File: config.mk
export PLATFORM = sky130hd
export DESIGN_NAME = costas_loop_ctrl_flat
export DESIGN_NICKNAME = d
export VERILOG_FILES = /design/src/rtl/costas_loop_ctrl_if.sv /design/src/rtl/costas_loop_ctrl.sv /design/src/flat_wrapper.sv
export SDC_FILE = /design/constraint.sdc
export NUM_CORES = 1
export LEC_CHECK = 0
export ABC_AREA = 1
export CAP_MARGIN = 20
export CORE_MARGIN = 5
export CORE_UTILIZATION = 25
export CTS_CLUSTER_DIAMETER = 50
export DETAILED_ROUTE_END_ITERATION = 10
export PLACE_DENSITY = 0.43
export SYNTH_ARGS = -nofsm -noshare
export SYNTH_HDL_FRONTEND = slang
export SYNTH_SLANG_ARGS = --single-unit
export TNS_END_PERCENT = 20
File: constraint.sdc
create_clock -name clk -period 2.6 [get_ports clk]
set_input_delay 0.65 -clock clk [delete_from_list [all_inputs] [get_ports clk]]
set_output_delay 0.65 -clock clk [all_outputs]
set_load 0.01 [all_outputs]
File: src/rtl/costas_loop_ctrl_if.sv
// Handshake and data bundle between the Costas loop controller, the I/Q
// summation blocks and the loop filter.
interface costas_loop_ctrl_if #(
  parameter int DATA_W = 32
);
  logic                     enable;
  logic                     sample_valid;
  logic                     dump;
  logic                     sum_valid;
  logic signed [DATA_W-1:0] sum_i;
  logic signed [DATA_W-1:0] sum_q;
  logic                     filter_update;
  logic                     filter_clear;
  logic                     gain_sel;
  logic                     locked;
  logic [1:0]               state;

  modport master (
    output enable, sample_valid, sum_valid, sum_i, sum_q,
    input  dump, filter_update, filter_clear, gain_sel, locked, state
  );

  modport slave (
    input  enable, sample_valid, sum_valid, sum_i, sum_q,
    output dump, filter_update, filter_clear, gain_sel, locked, state
  );
endinterface

File: src/rtl/costas_loop_ctrl.sv
// Costas loop epoch sequencer and lock supervisor.
// Counts samples into integration epochs, strobes dump to the I/Q summers,
// judges each dumped I/Q pair for phase lock and steers the loop filter
// (update, clear, wide/narrow gain) through IDLE / PULL_IN / LOCKED.
module costas_loop_ctrl #(
  parameter int EPOCH_LEN  = 10000,
  parameter int LOCK_COUNT = 8,
  parameter int LOSS_COUNT = 4,
  parameter int LOCK_SHIFT = 2,
  parameter int MIN_AMP    = 1024
) (
  input logic              clk,
  input logic              rst,
  costas_loop_ctrl_if.slave bus
);

  localparam int DATA_W = 32;
  localparam int CNT_W  = 16;
  localparam int AMP_W  = DATA_W + 1;
  localparam int SHL_W  = AMP_W + LOCK_SHIFT;
  localparam int PASS_W = $clog2(LOCK_COUNT + 1);
  localparam int FAIL_W = $clog2(LOSS_COUNT + 1);

  typedef enum logic [1:0] {
    ST_IDLE    = 2'b00,
    ST_PULL_IN = 2'b01,
    ST_LOCKED  = 2'b10
  } state_t;

  // Magnitude one bit wider than the input so that -2^31 maps to +2^31.
  function automatic logic [AMP_W-1:0] abs_amp(input logic signed [DATA_W-1:0] x);
    logic signed [AMP_W-1:0] ext;
    ext = {x[DATA_W-1], x};
    return ext[AMP_W-1] ? $unsigned(-ext) : $unsigned(ext);
  endfunction

  // Phase-lock test: I must be large enough and dominate the scaled Q.
  function automatic logic epoch_pass(input logic signed [DATA_W-1:0] i_sum,
                                      input logic signed [DATA_W-1:0] q_sum);
    logic [AMP_W-1:0] ai;
    logic [AMP_W-1:0] aq;
    logic [SHL_W-1:0] qs;
    ai = abs_amp(i_sum);
    aq = abs_amp(q_sum);
    qs = SHL_W'(aq) << LOCK_SHIFT;
    return (ai >= AMP_W'(MIN_AMP)) && (SHL_W'(ai) > qs);
  endfunction

  function automatic logic [PASS_W-1:0] pass_inc(input logic [PASS_W-1:0] c);
    return (c >= PASS_W'(LOCK_COUNT)) ? c : c + PASS_W'(1);
  endfunction

  function automatic logic [FAIL_W-1:0] fail_inc(input logic [FAIL_W-1:0] c);
    return (c >= FAIL_W'(LOSS_COUNT)) ? c : c + FAIL_W'(1);
  endfunction

  state_t              state_q, state_nxt;
  logic [CNT_W-1:0]    cnt_q, cnt_nxt;
  logic [PASS_W-1:0]   pass_q, pass_nxt, pass_up;
  logic [FAIL_W-1:0]   fail_q, fail_nxt, fail_up;
  logic                pass_p0;
  logic                dump_nxt, clear_nxt, vld_nxt;
  logic                dump_p1, clear_p1, vld_p1;

  // Next-state, counter and strobe decode for the current cycle.
  always_comb begin
    state_nxt = state_q;
    cnt_nxt   = cnt_q;
    pass_nxt  = pass_q;
    fail_nxt  = fail_q;
    dump_nxt  = 1'b0;
    clear_nxt = 1'b0;
    vld_nxt   = 1'b0;
    pass_p0   = epoch_pass(bus.sum_i, bus.sum_q);
    pass_up   = pass_inc(pass_q);
    fail_up   = fail_inc(fail_q);

    case (state_q)
      ST_IDLE: begin
        cnt_nxt  = '0;
        pass_nxt = '0;
        fail_nxt = '0;
        if (bus.enable) begin
          state_nxt = ST_PULL_IN;
          clear_nxt = 1'b1;
        end
      end

      ST_PULL_IN, ST_LOCKED: begin
        if (!bus.enable) begin
          // Disable drops everything in flight; the filter is not cleared.
          state_nxt = ST_IDLE;
          cnt_nxt   = '0;
          pass_nxt  = '0;
          fail_nxt  = '0;
        end else begin
          if (bus.sample_valid) begin
            if (cnt_q == CNT_W'(EPOCH_LEN - 1)) begin
              cnt_nxt  = '0;
              dump_nxt = 1'b1;
            end else begin
              cnt_nxt = cnt_q + CNT_W'(1);
            end
          end

          if (bus.sum_valid) begin
            vld_nxt = 1'b1;
            if (state_q == ST_PULL_IN) begin
              if (!pass_p0) begin
                pass_nxt = '0;
              end else if (pass_up == PASS_W'(LOCK_COUNT)) begin
                state_nxt = ST_LOCKED;
                pass_nxt  = '0;
                fail_nxt  = '0;
              end else begin
                pass_nxt = pass_up;
              end
            end else begin
              if (pass_p0) begin
                fail_nxt = '0;
              end else if (fail_up == FAIL_W'(LOSS_COUNT)) begin
                // Lost lock: fall back to wide gains from a clean integrator,
                // keeping the sample counter so epoch alignment survives.
                state_nxt = ST_PULL_IN;
                pass_nxt  = '0;
                fail_nxt  = '0;
                clear_nxt = 1'b1;
              end else begin
                fail_nxt = fail_up;
              end
            end
          end
        end
      end

      default: begin
        state_nxt = ST_IDLE;
        cnt_nxt   = '0;
        pass_nxt  = '0;
        fail_nxt  = '0;
      end
    endcase
  end

  // ---- stage p0 -> p1: register state, counters and one-cycle strobes ----
  always_ff @(posedge clk or posedge rst) begin
    if (rst) begin
      state_q  <= ST_IDLE;
      cnt_q    <= '0;
      pass_q   <= '0;
      fail_q   <= '0;
      dump_p1  <= 1'b0;
      clear_p1 <= 1'b0;
      vld_p1   <= 1'b0;
    end else begin
      state_q  <= state_nxt;
      cnt_q    <= cnt_nxt;
      pass_q   <= pass_nxt;
      fail_q   <= fail_nxt;
      dump_p1  <= dump_nxt;
      clear_p1 <= clear_nxt;
      vld_p1   <= vld_nxt;
    end
  end

  assign bus.dump          = dump_p1;
  assign bus.filter_clear  = clear_p1;
  assign bus.filter_update = vld_p1;
  assign bus.state         = state_q;
  assign bus.locked        = (state_q == ST_LOCKED);
  assign bus.gain_sel      = (state_q == ST_LOCKED);

endmodule

File: src/flat_wrapper.sv
// flat-port wrapper written by rule: the top's interface ports become plain ports
module costas_loop_ctrl_flat 
#(
  parameter int EPOCH_LEN  = 10000,
  parameter int LOCK_COUNT = 8,
  parameter int LOSS_COUNT = 4,
  parameter int LOCK_SHIFT = 2,
  parameter int MIN_AMP    = 1024
)
  (clk, rst, bus_enable, bus_sample_valid, bus_sum_valid, bus_sum_i, bus_sum_q, bus_dump, bus_filter_update, bus_filter_clear, bus_gain_sel, bus_locked, bus_state);
  costas_loop_ctrl_if bus_i ();
  input logic clk;
  input logic rst;
  input wire logic [$bits(bus_i.enable)-1:0] bus_enable;
  input wire logic [$bits(bus_i.sample_valid)-1:0] bus_sample_valid;
  input wire logic [$bits(bus_i.sum_valid)-1:0] bus_sum_valid;
  input wire logic [$bits(bus_i.sum_i)-1:0] bus_sum_i;
  input wire logic [$bits(bus_i.sum_q)-1:0] bus_sum_q;
  output wire logic [$bits(bus_i.dump)-1:0] bus_dump;
  output wire logic [$bits(bus_i.filter_update)-1:0] bus_filter_update;
  output wire logic [$bits(bus_i.filter_clear)-1:0] bus_filter_clear;
  output wire logic [$bits(bus_i.gain_sel)-1:0] bus_gain_sel;
  output wire logic [$bits(bus_i.locked)-1:0] bus_locked;
  output wire logic [$bits(bus_i.state)-1:0] bus_state;
  assign bus_i.enable = bus_enable;
  assign bus_i.sample_valid = bus_sample_valid;
  assign bus_i.sum_valid = bus_sum_valid;
  assign bus_i.sum_i = bus_sum_i;
  assign bus_i.sum_q = bus_sum_q;
  assign bus_dump = bus_i.dump;
  assign bus_filter_update = bus_i.filter_update;
  assign bus_filter_clear = bus_i.filter_clear;
  assign bus_gain_sel = bus_i.gain_sel;
  assign bus_locked = bus_i.locked;
  assign bus_state = bus_i.state;
  costas_loop_ctrl #(.EPOCH_LEN(EPOCH_LEN), .LOCK_COUNT(LOCK_COUNT), .LOSS_COUNT(LOSS_COUNT), .LOCK_SHIFT(LOCK_SHIFT), .MIN_AMP(MIN_AMP)) u_core (.clk(clk), .rst(rst), .bus(bus_i));
endmodule
==> metrics.txt <==
Antenna diodes 0; post-DR wirelength/cell 12.3 um; initial standard-cell utilization of the core 25.3%; CP Buf/Inv Count 3; Switching Power 1.03 mW; most frequent standard cell in the layout excluding fill and tap cells buf_4; port buffer count 75; Vias per Instance 4.38; family with the most delay on the worst path simple AND/OR/NAND/NOR gates; IO Count 76; Longest Clk Path Bufs 2; Worst VDD drop 0.410 mV; synthesized instance count 711; number of nets in the layout 1083; Logic pwr share 61.5%; measured slew at the worst slew-check pin 564 ps; worst hold path type register to register; Syn. warnings 0; sequential area share after synthesis 16.2%; static leakage 3.76 nW; share of post-route cells with drive strength above 1 33.5%; Mapped Area 4340 um2; start point of the critical path bus_sum_i[19]; setup repair after global routing missed its margin yes; total detailed-routing wirelength 14800 um; final RePlAce weighted congestion 0.838; met2 Usage GRT 24.3%; hold violation total from the final report 0; Power Dens Cells 345 nW/um2; DRC violations left 0; horizontal extent of the die 142 um; clk slew on worst S/H paths 70 ps; number of endpoints failing setup at the final stage 10; insertion delay to the later sink of the worst-skew pair 260 ps; most used cells in the layout excluding fill and tap cells buf_4, nand2_1, inv_1, nor2_1, nand3_1; Reg2Reg Setup Slack 530 ps; final max-slew violation count 0; peak per-stage delay on the critical path 450 ps; worst setup slack after layout -1040 ps; post-route design area 7370 um2; GR Overflow Total 0; Critical Path AT 3820 ps; syn nets 821; initial antenna violation count 0; worst r2r path cells 12; number of global-route vias before repair 5305; outcome finished, violations left; area of the die 20100 um2; Max Clock Skew 4.11 ps; fmax 275 MHz; category of the most critical setup path input port to register; relative max-transition margin 62.3%; slowest library cell on the worst path clkdlybuf4s50_1; clk sink count 28; fin crit share 140%; CP endpoint u_core.pass_q[0]; reg2reg start u_core.bus.state[0]; height of the die 142 um; CP Capture Type register; sum of negative setup slack -9630 ps; number of max-cap violations 0; area post-placement 6610 um2; worst flop-to-flop path endpoint u_core.cnt_q[14]; Most Crowded Layer GR met2; Post-Synthesis Mean Instance Area 6.10 um2; number of synthesized flops with an enable pin 0; share of the core filled with cells 42.9%; Internal Dissipation 1.52 mW; Tot Pwr 2.55 mW; Final min period 3640 ps; remaining antenna violation count after routing 0; ys async rst share 100%; drt pass-1 iters 5; first-pass GRT wire length 24400 um; met3 GRT Util 1.42%; required time of the critical path 2790 ps; via count 5243; worst slack at placement -1940 ps; Critical Path Stages 22; CTS tree yes; H-Tree Level Count 1; clock network power share 18.1%; number of synthesized register bits 28; Row Count 48; largest net degree at the start of global routing 29; Cell variety after synth 44; area added between synthesis and finish 70.0%; total track usage 14.3%; maximum fanout count along the critical path 5; DPL Wire Length 12200 um; number of filler instances in the final layout 1860; cell chain of the critical path clkdlybuf4s50_1 -> nor2_2 -> nand2_1 -> nor2_1 -> nand4_1 -> nand2_2 -> o21ai_2 -> xor2_2 -> inv_1 -> ha_4 -> nand4_1 -> a2111oi_2 -> nand3_1 -> nor2_1 -> nand4_1 -> nand2_1 -> inv_2 -> nand2_4 -> nand2_4 -> a21oi_4 -> nand2_1 -> o21ai_1; switching share of power 40.3%; crit start category input port; met1 track utilization from global routing 20.3%; power share of the sequential group 20.4%; number of buffers created by CTS 3; most common flop cell mapped by yosys dfrtp_1; library cell used as clock root buffer clkbuf_16; violations in the final reports negative setup slack; Detailed Route Iter0 Violations 188; core outline area 17200 um2
==> cell usage after synthesis (3+ instances only) <==
library cell,number,area [um2]
nand3b_1,8,60.1
xor2_1,38,333
dfrtp_1,28,701
buf_2,3,15.0
nand2_1,154,578
inv_1,115,432
nand2_2,9,56.3
nand3_1,52,260
nor3_1,17,85.1
o21ai_0,29,145
ha_1,41,513
nor2_2,5,31.3
a21oi_1,28,140
o21ai_1,4,20.0
nand4_1,20,125
xnor2_1,12,105
nor2_1,110,413
==> per-stage QoR <==
| step | hold WS [ps] | std cells |
|---|---|---|
| 3_3_place_gp | 501 | 1172 |
| 6_report | 518 | 1197 |
| 2_1_floorplan | 477 | 711 |
| 5_1_grt | 545 | 1197 |
| 4_1_cts | 524 | 1190 |
| 3_5_place_dp | 501 | 1172 |
==> worst min-delay path, cell delays in order, from the launching register on <==
cell and delay (ps):
dfrtp_1 370, nand2_1 60, o21ai_1 60
==> per-layer routing <==
| layer | vias up | share of wire (%) |
|---|---|---|
| li1 | 2802 | - |
| met1 | 2368 | 50 |
| met2 | 67 | 46 |
| met3 | 6 | 2.8 |
| met4 | 0 | 0.70 |
| met5 | - | 0 |
==> state kept, by name, summed over array words and instances (netlist names) <==
signal                    count
u_core.cnt_q                 16
u_core.pass_q                 4
u_core.fail_q                 3
u_core.bus.state              2
u_core.bus.dump               1
u_core.bus.filter_clear       1
u_core.bus.filter_update      1
==> worst min-delay path by stage <==
stage                       end  slack, ps  cells after the start             start
6_report       u_core.fail_q[1]        520                      2  u_core.fail_q[1]
5_1_grt        u_core.cnt_q[11]        540                      1  u_core.cnt_q[11]
3_3_place_gp   u_core.fail_q[1]        500                      2  u_core.fail_q[1]
2_1_floorplan  u_core.cnt_q[11]        480                      1  u_core.cnt_q[11]
3_5_place_dp   u_core.fail_q[1]        500                      2  u_core.fail_q[1]
4_1_cts        u_core.fail_q[1]        520                      2  u_core.fail_q[1]
==> what timing repair did <==
| action | CTS | global route |
|---|---|---|
| endpoints found under the setup margin | 10 | 10 |
| buffers inserted | 13 | 7 |
| hold buffers | 0 | 0 |
| gates cloned | 1 | 0 |
| gates resized for setup | 82 | 105 |
| pin swaps | 48 | 61 |
==> power by group through the flow <==
stage / combinational, mW / clock [mW] / sequential (mW)
after floorplan: 0.744 / 0 / 0.534
after global placement: 1.38 / 0 / 0.528
final: 1.56 / 0.461 / 0.520
after detailed placement: 1.40 / 0 / 0.530
after global routing: 1.75 / 0.496 / 0.529
after CTS: 1.48 / 0.472 / 0.521
==> final cells by class <==
| type | instances | area, um2 | share of cell area (%) |
|---|---|---|---|
| sequential | 28 | 701 | 9.50 |
| multi-input combinational | 559 | 3630 | 49.3 |
| tap | 225 | 282 | 3.82 |
| clock inverter | 1 | 30.0 | 0.407 |
| timing repair buffer | 264 | 2210 | 30.0 |
| clock buffer | 3 | 75.1 | 1.02 |
| inverter | 117 | 442 | 5.99 |
==> kinds of logic after synthesis <==
group / synth area share (%)
AO/OA/AOI/OAI: 9.75
AND/OR/NAND/NOR: 41.1
buffers and inverters: 11.0
flip-flops: 16.2
other: 0.0864
adder cells (fa/ha/maj): 11.8
XOR/XNOR: 10.1
Power figures use the tool's default switching activity.
